<file path="config.mk">
export PLATFORM = sky130hd
export DESIGN_NAME = kbd_buf_ctrl
export DESIGN_NICKNAME = d
export VERILOG_FILES = /design/src/rtl/kbd_pkg.sv /design/src/rtl/kbd_fifo.sv /design/src/rtl/kbd_buf_ctrl.sv
export SDC_FILE = /design/constraint.sdc
export NUM_CORES = 1
export LEC_CHECK = 0
export CAP_MARGIN = 20
export CORE_MARGIN = 2
export CORE_UTILIZATION = 50
export CTS_CLUSTER_DIAMETER = 100
export DETAILED_ROUTE_END_ITERATION = 16
export GPL_TIMING_DRIVEN = 0
export MAX_ROUTING_LAYER = met4
export PLACE_DENSITY_LB_ADDON = 0.25
export SYNTH_ARGS = -nofsm -noshare
export SYNTH_HDL_FRONTEND = slang
export SYNTH_HIERARCHICAL = 1
export SYNTH_SLANG_ARGS = --single-unit
</file>
<file path="constraint.sdc">
create_clock -name clk -period 4.41 [get_ports clk]
set_clock_uncertainty 0.1 [all_clocks]
set_input_delay 0.882 -clock clk [delete_from_list [all_inputs] [get_ports clk]]
set_output_delay 0.882 -clock clk [all_outputs]
set_load 0.1 [all_outputs]
</file>
<file path="src/rtl/kbd_pkg.sv">
// Shared types and constants for the PS/2 keyboard event buffer.
// Optional autorepeat filtering is controlled by KBD_TYPEMATIC_FILTER_EN (see kbd_buf_ctrl).
package kbd_pkg;

  typedef enum logic [1:0] {
    IDLE   = 2'd0,
    EXT    = 2'd1,
    BRK    = 2'd2,
    EXTBRK = 2'd3
  } kbd_state_e;

  localparam logic [7:0] PS2_EXT = 8'hE0;
  localparam logic [7:0] PS2_BRK = 8'hF0;

  // Bit positions inside the key_data word seen by the CPU.
  localparam int KD_VALID   = 31;
  localparam int KD_OVF     = 30;
  localparam int KD_CNT_LSB = 16;
  localparam int KD_EXT     = 9;
  localparam int KD_BRK     = 8;

  typedef struct packed {
    logic       ext;
    logic       brk;
    logic [7:0] code;
  } kbd_entry_t;

  localparam int ENTRY_W = $bits(kbd_entry_t);

  function automatic logic is_prefix(input logic [7:0] b);
    return (b == PS2_EXT) || (b == PS2_BRK);
  endfunction

endpackage

</file>
<file path="src/rtl/kbd_fifo.sv">
// Generic synchronous show-ahead FIFO: head always shows the oldest entry.
// A pop while empty is ignored; a push while full is accepted only alongside a pop.
module kbd_fifo #(
  parameter int WIDTH      = 10,
  parameter int DEPTH_LOG2 = 3
) (
  input  logic                  clk,
  input  logic                  clrn,
  input  logic                  push,
  input  logic                  pop,
  input  logic [WIDTH-1:0]      din,
  output logic                  full,
  output logic                  empty,
  output logic [DEPTH_LOG2:0]   count,
  output logic [WIDTH-1:0]      head
);

  localparam int DEPTH = 1 << DEPTH_LOG2;
  localparam logic [DEPTH_LOG2:0]   CNT_FULL = {1'b1, {DEPTH_LOG2{1'b0}}};
  localparam logic [DEPTH_LOG2:0]   CNT_ONE  = {{DEPTH_LOG2{1'b0}}, 1'b1};
  localparam logic [DEPTH_LOG2-1:0] PTR_ONE  = {{(DEPTH_LOG2-1){1'b0}}, 1'b1};

  logic [DEPTH_LOG2-1:0] wr_ptr_q, wr_ptr_d;
  logic [DEPTH_LOG2-1:0] rd_ptr_q, rd_ptr_d;
  logic [DEPTH_LOG2:0]   count_q, count_d;
  logic [WIDTH-1:0]      mem_q [DEPTH];
  logic                  do_push, do_pop;

  always_comb begin
    full    = (count_q == CNT_FULL);
    empty   = (count_q == '0);
    do_pop  = pop & ~empty;
    do_push = push & (~full | do_pop);
    wr_ptr_d = do_push ? wr_ptr_q + PTR_ONE : wr_ptr_q;
    rd_ptr_d = do_pop  ? rd_ptr_q + PTR_ONE : rd_ptr_q;
    count_d  = count_q;
    unique case ({do_push, do_pop})
      2'b10:   count_d = count_q + CNT_ONE;
      2'b01:   count_d = count_q - CNT_ONE;
      default: count_d = count_q;
    endcase
  end

  always_ff @(posedge clk or negedge clrn) begin
    if (!clrn) begin
      wr_ptr_q <= '0;
      rd_ptr_q <= '0;
      count_q  <= '0;
    end else begin
      wr_ptr_q <= wr_ptr_d;
      rd_ptr_q <= rd_ptr_d;
      count_q  <= count_d;
    end
  end

  // Storage needs no reset: nothing is visible until count says so.
  always_ff @(posedge clk) begin
    if (do_push) mem_q[wr_ptr_q] <= din;
  end

  assign count = count_q;
  assign head  = mem_q[rd_ptr_q];

endmodule

</file>
<file path="src/rtl/kbd_buf_ctrl.sv">
// PS/2 scancode parser + event FIFO behind the CPU keyboard window (0x003xxxxx).
// Define KBD_TYPEMATIC_FILTER_EN to drop autorepeated make events.
module kbd_buf_ctrl
  import kbd_pkg::*;
#(
  parameter int DEPTH_LOG2 = 3
) (
  input  logic        clk,
  input  logic        clrn,
  input  logic        byte_valid,
  input  logic [7:0]  byte_in,
  input  logic        read_key,
  output logic [31:0] key_data,
  output logic        key_pending,
  output logic [1:0]  dbg_state
);

  kbd_state_e state_q, state_d;
  logic       read_key_q;
  logic       ovf_q, ovf_d;

  kbd_entry_t          ev;
  logic                ev_valid;
  logic                push_req;
  logic                pop_edge;
  logic                drop;
  logic                fifo_full, fifo_empty;
  logic [DEPTH_LOG2:0] fifo_count;
  kbd_entry_t          head;

  // Parser: prefixes only move state; any other byte terminates the event.
  always_comb begin
    state_d  = state_q;
    ev_valid = 1'b0;
    ev.ext   = (state_q == EXT) || (state_q == EXTBRK);
    ev.brk   = (state_q == BRK) || (state_q == EXTBRK);
    ev.code  = byte_in;
    if (byte_valid) begin
      unique case (state_q)
        IDLE: begin
          if (byte_in == PS2_EXT)      state_d = EXT;
          else if (byte_in == PS2_BRK) state_d = BRK;
          else                         ev_valid = 1'b1;
        end
        EXT: begin
          if (byte_in == PS2_BRK)      state_d = EXTBRK;
          else if (byte_in != PS2_EXT) begin
            ev_valid = 1'b1;
            state_d  = IDLE;
          end
        end
        default: begin
          if (!is_prefix(byte_in)) begin
            ev_valid = 1'b1;
            state_d  = IDLE;
          end
        end
      endcase
    end
  end

  assign pop_edge = read_key & ~read_key_q;

`ifdef KBD_TYPEMATIC_FILTER_EN
  logic       lm_valid_q, lm_valid_d;
  logic       lm_ext_q, lm_ext_d;
  logic [7:0] lm_code_q, lm_code_d;
  logic       lm_match;

  always_comb begin
    lm_match   = lm_valid_q && (lm_ext_q == ev.ext) && (lm_code_q == ev.code);
    push_req   = ev_valid & ~(~ev.brk & lm_match);
    lm_valid_d = lm_valid_q;
    lm_ext_d   = lm_ext_q;
    lm_code_d  = lm_code_q;
    // Only a make that actually lands in the FIFO becomes the repeat reference.
    if (push_req && !ev.brk && (!fifo_full || pop_edge)) begin
      lm_valid_d = 1'b1;
      lm_ext_d   = ev.ext;
      lm_code_d  = ev.code;
    end else if (ev_valid && ev.brk && lm_match) begin
      lm_valid_d = 1'b0;
    end
  end

  always_ff @(posedge clk or negedge clrn) begin
    if (!clrn) begin
      lm_valid_q <= 1'b0;
      lm_ext_q   <= 1'b0;
      lm_code_q  <= 8'h00;
    end else begin
      lm_valid_q <= lm_valid_d;
      lm_ext_q   <= lm_ext_d;
      lm_code_q  <= lm_code_d;
    end
  end
`else
  assign push_req = ev_valid;
`endif

  // A drop outranks the clearing pop edge, keeping overflow set.
  always_comb begin
    drop  = push_req & fifo_full & ~pop_edge;
    ovf_d = ovf_q;
    if (drop)          ovf_d = 1'b1;
    else if (pop_edge) ovf_d = 1'b0;
  end

  always_ff @(posedge clk or negedge clrn) begin
    if (!clrn) begin
      state_q    <= IDLE;
      read_key_q <= 1'b0;
      ovf_q      <= 1'b0;
    end else begin
      state_q    <= state_d;
      read_key_q <= read_key;
      ovf_q      <= ovf_d;
    end
  end

  kbd_fifo #(
    .WIDTH      (ENTRY_W),
    .DEPTH_LOG2 (DEPTH_LOG2)
  ) u_fifo (
    .clk   (clk),
    .clrn  (clrn),
    .push  (push_req),
    .pop   (pop_edge),
    .din   (ev),
    .full  (fifo_full),
    .empty (fifo_empty),
    .count (fifo_count),
    .head  (head)
  );

  always_comb begin
    key_data                       = '0;
    key_data[KD_VALID]             = ~fifo_empty;
    key_data[KD_OVF]               = ovf_q;
    key_data[KD_CNT_LSB +: 8]      = 8'(fifo_count);
    if (!fifo_empty) begin
      key_data[KD_EXT]             = head.ext;
      key_data[KD_BRK]             = head.brk;
      key_data[7:0]                = head.code;
    end
  end

  assign key_pending = ~fifo_empty;
  assign dbg_state   = state_q;

endmodule

</file>
### After elaboration in Yosys (flattened, before gate mapping)

Memory sizes are Yosys's and may differ from the RTL's.
Index checks and enable logic that the tools add are counted.

| operators by class | value |
|---|---|
| add/sub/neg operators | 4 |
| $mul | 0 |
| divide/modulo/power cells | 0 |
| order comparisons | 0 |
| equal/unequal tests | 12 |
| shift operators | 0 |
| mux-type cells | 19 |
| bitwise logic cells | 10 |
| reduce and logical (&&, ||, !) cells | 8 |

Operator list:

| operator | number |
|---|---|
| 8-bit equality test (second input constant) | 2 |
| 1-bit 2-to-1 mux | 10 |
| 10-bit 2-to-1 mux | 1 |
| 2-bit 2-to-1 mux | 5 |
| 8-bit != test (second input constant) | 1 |
| 4-bit case mux with 2 select lines | 1 |
| 3-bit by 1-bit adder with 3-bit output (second input constant) | 2 |
| 2-bit equality test (second input constant) | 3 |
| 1-bit bitwise AND | 5 |
| 4-bit by 1-bit adder with 4-bit output (second input constant) | 1 |
| 2-bit by 1-bit equality test with 1-bit output (second input constant) | 2 |
| 4-bit equality test (second input constant) | 1 |
| 4-bit logical NOT | 1 |
| 1-bit inverter | 4 |
| 2-bit case mux with 2 select lines | 1 |
| 4-bit AND reduction | 1 |
| 2-bit nonzero test | 2 |
| 4-bit by 1-bit subtractor with 4-bit output (second input constant) | 1 |
| 1-bit logical OR | 3 |
| 3-bit by 1-bit != test with 1-bit output (second input constant) | 1 |
| 3-bit by 2-bit != test with 1-bit output (second input constant) | 1 |
| 3-bit != test (second input constant) | 1 |
| 2-bit logical NOT | 1 |
| 1-bit case mux with 2 select lines | 1 |
| 1-bit bitwise OR | 1 |

| storage, ports and cells | value |
|---|---|
| register bits | 14 |
| latch bits | 0 |
| RAM bits | 80 |
| memory bits (read-only) | 0 |
| bits of input ports | 12 |
| output and inout bits | 35 |
| logic and storage cells | 60 |
| memories kept | 1 |

Memories:

| name | words | bits a word | read ports | clocked after memory_dff | wr ports | RTL line | source |
|---|---|---|---|---|---|---|---|
| u_fifo.mem_q | 8 | 10 | 1 | 0 | 1 | kbd_fifo.sv:26 | `logic [WIDTH-1:0] mem_q [DEPTH];` |

### Longest topological paths before layout

| depth | value |
|---|---|
| depth in word-level cells | 8 |
| depth in mapped cells | 10 |

### Modules after synthesis

Netlist, hierarchy kept.

Modules (own cells, without submodules):

| module | times used | cells each | area each (sq um) | seq. area each (sq um) |
|---|---|---|---|---|
| kbd_fifo | 1 | 181 | 3668.5 | 2652.5 |
| kbd_buf_ctrl | 1 | 50 | 391.6 | 100.1 |

### Worst setup path before layout

OpenSTA, ideal clock, no wires.

| timing path | value |
|---|---|
| path kind | flip-flop to output port |
| from | register u_fifo.count_q[0] (netlist: u_fifo/count[0]) |
| to | output port key_data[1] |
| data arrival time | 2.938 ns |
| path slack | 0.490 ns |
| cell stages (with the launch flop) | 6 |
| path buffers | 2 |
| cells stage by stage | dfrtp_1 -> or3_1 -> buf_6 -> nor2_1 -> clkbuf_1 -> nor2b_1 |

| between the ends | value |
|---|---|
| word-level cells in the longest chain between the ends | 2 |

Ends and longest elaborated chain:

| element | RTL line | source |
|---|---|---|
| from (decl) | kbd_fifo.sv:25 | `logic [DEPTH_LOG2:0] count_q, count_d;` |
| from (signal assigned) | kbd_fifo.sv:52 | `count_q <= count_d;` |
| 4-bit logical NOT | kbd_fifo.sv:31 | `empty = (count_q == '0);` |
| named net fifo_empty | kbd_buf_ctrl.sv:27 | `logic fifo_full, fifo_empty;` |
| 10-bit 2-to-1 mux | kbd_buf_ctrl.sv:141 | `if (!fifo_empty) begin` |
| to (decl) | kbd_buf_ctrl.sv:13 | `output logic [31:0] key_data,` |

The timed path passes the listed nets, and every way through them passes these cells.

### Worst setup path in the final report

| timing path | value |
|---|---|
| from | register u_fifo.count_q[0] (netlist: u_fifo/count[0]) |
| to | output port key_data[31] |

| between the ends | value |
|---|---|
| word-level cells in the longest chain between the ends | 2 |

Ends and longest elaborated chain:

| element | RTL line | source |
|---|---|---|
| 4-bit logical NOT | kbd_fifo.sv:31 |  |
| named net fifo_empty | kbd_buf_ctrl.sv:27 |  |
| 1-bit inverter | kbd_buf_ctrl.sv:138 | `key_data[KD_VALID] = ~fifo_empty;` |

The timed path passes the listed nets, and every way through them passes these cells.

==> run metrics <==
detailed-route via count=2085; CTS Buf Count=9; chip width=roughly 94 microns; Layout area overhead=18.6%; CP Class=reg -> out; DRT iter0 DRCs=150; critical path launch point type=flop; mapped cell area=4060 sq um; Seq/Total Area, Yosys=around two thirds; Core ar.=7810 sq um; DPL Wire Length=5000 microns; first-pass GRT wire length=11600 microns; Critical Path End Type=output pin; min-delay src=ovf_q$_DFFE_PN0P_; CTS max path bufs=2; cell count after synthesis=231; Max Cap Viol=0; Placed Cells=roughly 390; outcome=finished, final reports clean; r2r endpoint=u_fifo/count[3]$_DFFE_PN0P_; post-CTS resize count=0; Final Cycle Share=95.1%; layout cells sized above 1=27.4%; initial antenna violation count=0; pin count of the biggest net entering global routing=15; Hold Fails Final Rpt=0; crit path capture=key_data[31]; fin crit period=roughly 4200 ps; Die Footprint=8860 sq um; CTS tree=built; fillers=585; Initial Util=between 50% and 60%; GP Congestion=between 0.7 and 0.8; syn avg cell area=17.6 sq um; nets=a little over 300; YS warnings=6; Ports=47; clock sink count=94; std cell rows=32; antenna fix cells=0; Setup-failing EPs final=0; FMAX=0.238 GHz; drt wl/cell=18.3 microns; CP startpoint=u_fifo/count[0]$_DFFE_PN0P_; height of the die=94.1 microns; total grt overflow=0; Hold/Removal Path Class=reg -> reg; vias in the first global route=between 2000 and 2500; pins over their slew limit=0; Total Wirelength=7350 microns; R2R depth=9; RSZ-0062 raised after global routing=false; Vias/cell=5.20; post-route ant nets=0; DRT Pass-1 Iters=4; Reg2Reg Launch Point=read_key_q$_DFF_PN0_; H-tree depth=3; #FFs+latches synth=94; critical path arrival=3210 ps; cts-stage hold buffer count=0; DRC viols=0; clock root buffer=clkbuf_8; reg2reg setup slack=approximately 1700 ps; clock slew at reported path FFs=80 ps; I/O Buffers=30; Slew HR=28.3%; Post-CTS Setup Bufs=0; Skew-Pair Late Insertion Delay=360 ps; Total GRT Usage=19.4%; Finished Layout Cells=401; Worst EP required=3430 ps; Crit Path Max Fanout=10; Worst Tran Pin Value=1070 ps; Synth cell types=35
==> registers in the layout, summed over array words and instances (netlist names) <==
name,cells
u_fifo/mem_q,80
u_fifo/count,4
u_fifo/rd_ptr_q,3
u_fifo/wr_ptr_q,3
dbg_state,2
ovf_q,1
read_key_q,1
==> layout by cell type, fill, tap and decap left out, types with 3 or more instances in the layout <==
cell / n
a21oi_1: 4
edfxtp_1: 80
buf_6: 8
ha_1: 4
clkbuf_1: 8
buf_4: 18
xnor2_1: 4
xor2_1: 3
nand2_1: 5
nor2_1: 12
clkdlybuf4s50_1: 30
inv_1: 7
conb_1: 16
dfrtp_1: 14
nor2b_1: 11
mux2_2: 12
mux4_2: 20
nand2b_1: 4
clkbuf_8: 9
==> metal layers <==
layer | share of wire [%] | GRT usage (%) | vias to the layer above
met5 | 0 | - | -
met4 | 1.6 | 10.1 | 0
met3 | 4.4 | 2.89 | 8
met2 | 49 | 29.3 | 62
met1 | 45 | 25.8 | 1051
li1 | - | - | 964
==> cell type report <==
class                      count  area, sq um  share of cell area, %
sequential                    94         2750                   57.2
multi-input combinational    118         1170                   24.3
timing repair buffer          37          379                   7.87
buffer                        27          179                   3.72
clock buffer                  11          131                   2.73
tap                          102          128                   2.65
clock inverter                 5         50.0                   1.04
inverter                       7         26.3                  0.546
==> logic make-up (layout without fill, tap and decap cells) <==
kind of cell | count (synthesis) | after routing | synth area share [%]
AO/OA/AOI/OAI | 11 | 11 | 2.62
flip-flops | 94 | 94 | 67.8
buffers and inverters | 34 | 87 | 5.05
other | 1 | 16 | 0.0924
XOR/XNOR | 7 | 7 | 1.51
adder cells (fa/ha/maj) | 5 | 5 | 1.73
AND/OR/NAND/NOR | 43 | 43 | 5.55
multiplexers | 36 | 36 | 15.7
==> worst min-delay path by stage <==
stage                                      to  cells after the start  slack, ps
6_report                    ovf_q$_DFFE_PN0P_                      2        420
5_1_grt                     ovf_q$_DFFE_PN0P_                      2        470
4_1_cts                     ovf_q$_DFFE_PN0P_                      2        420
3_5_place_dp                ovf_q$_DFFE_PN0P_                      2        410
3_3_place_gp                ovf_q$_DFFE_PN0P_                      2        400
2_1_floorplan  u_fifo/wr_ptr_q[0]$_DFFE_PN0P_                      1        380
==> stage by stage <==
stage | TNS (ps) | setup slack (ps) | area, sq um | util (%) | hold slack, ps
2_1_floorplan | 0 | 490 | 4120 | - | 380
3_3_place_gp | -5.49 | -1.04 | 4540 | 58.2 | 405
3_5_place_dp | 0 | 277 | 4630 | 59.3 | 410
4_1_cts | 0 | 169 | 4810 | 61.7 | 423
5_1_grt | 0 | 104 | 4810 | 61.7 | 467
6_report | 0 | 216 | 4810 | 61.7 | 420
==> cell usage after synthesis (all sizes together) <==
library cell   n  share of area, %
a21oi          4              0.49
and2           1              0.15
xnor2          4              0.86
o21ai          1              0.22
o22ai          1              0.31
or3b           1              0.22
inv            7              0.65
nand3b         1              0.18
nand2b         4              0.62
mux2          14               4.1
o41a           1              0.28
o21a           1              0.37
dfrtp         14               8.6
nand3          2              0.25
buf           21               3.9
a211o          1              0.22
o41ai          1              0.22
nor3           2              0.25
clkbuf         6              0.55
or2            2              0.31
xor2           3              0.65
a31oi          1              0.52
nor2b         11               1.7
conb           1             0.092
nand2          5              0.46
or3            2              0.31
ha             4               1.2
mux4          20                11
mux2i          2              0.49
fa             1              0.49
nor2          12               1.1
edfxtp        80                59
==> worst max-delay path: stages (launching register included) <==
cell	delay [ps]
dfrtp_1	410
or3_1	400
buf_6	150
nor2_1	140
clkbuf_1	500
inv_1	130
buf_4	160
clkdlybuf4s50_1	950
Power is left out: the tool's default activity adds up to more than one toggle a clock period on the data nets, which glitch-free logic cannot reach.
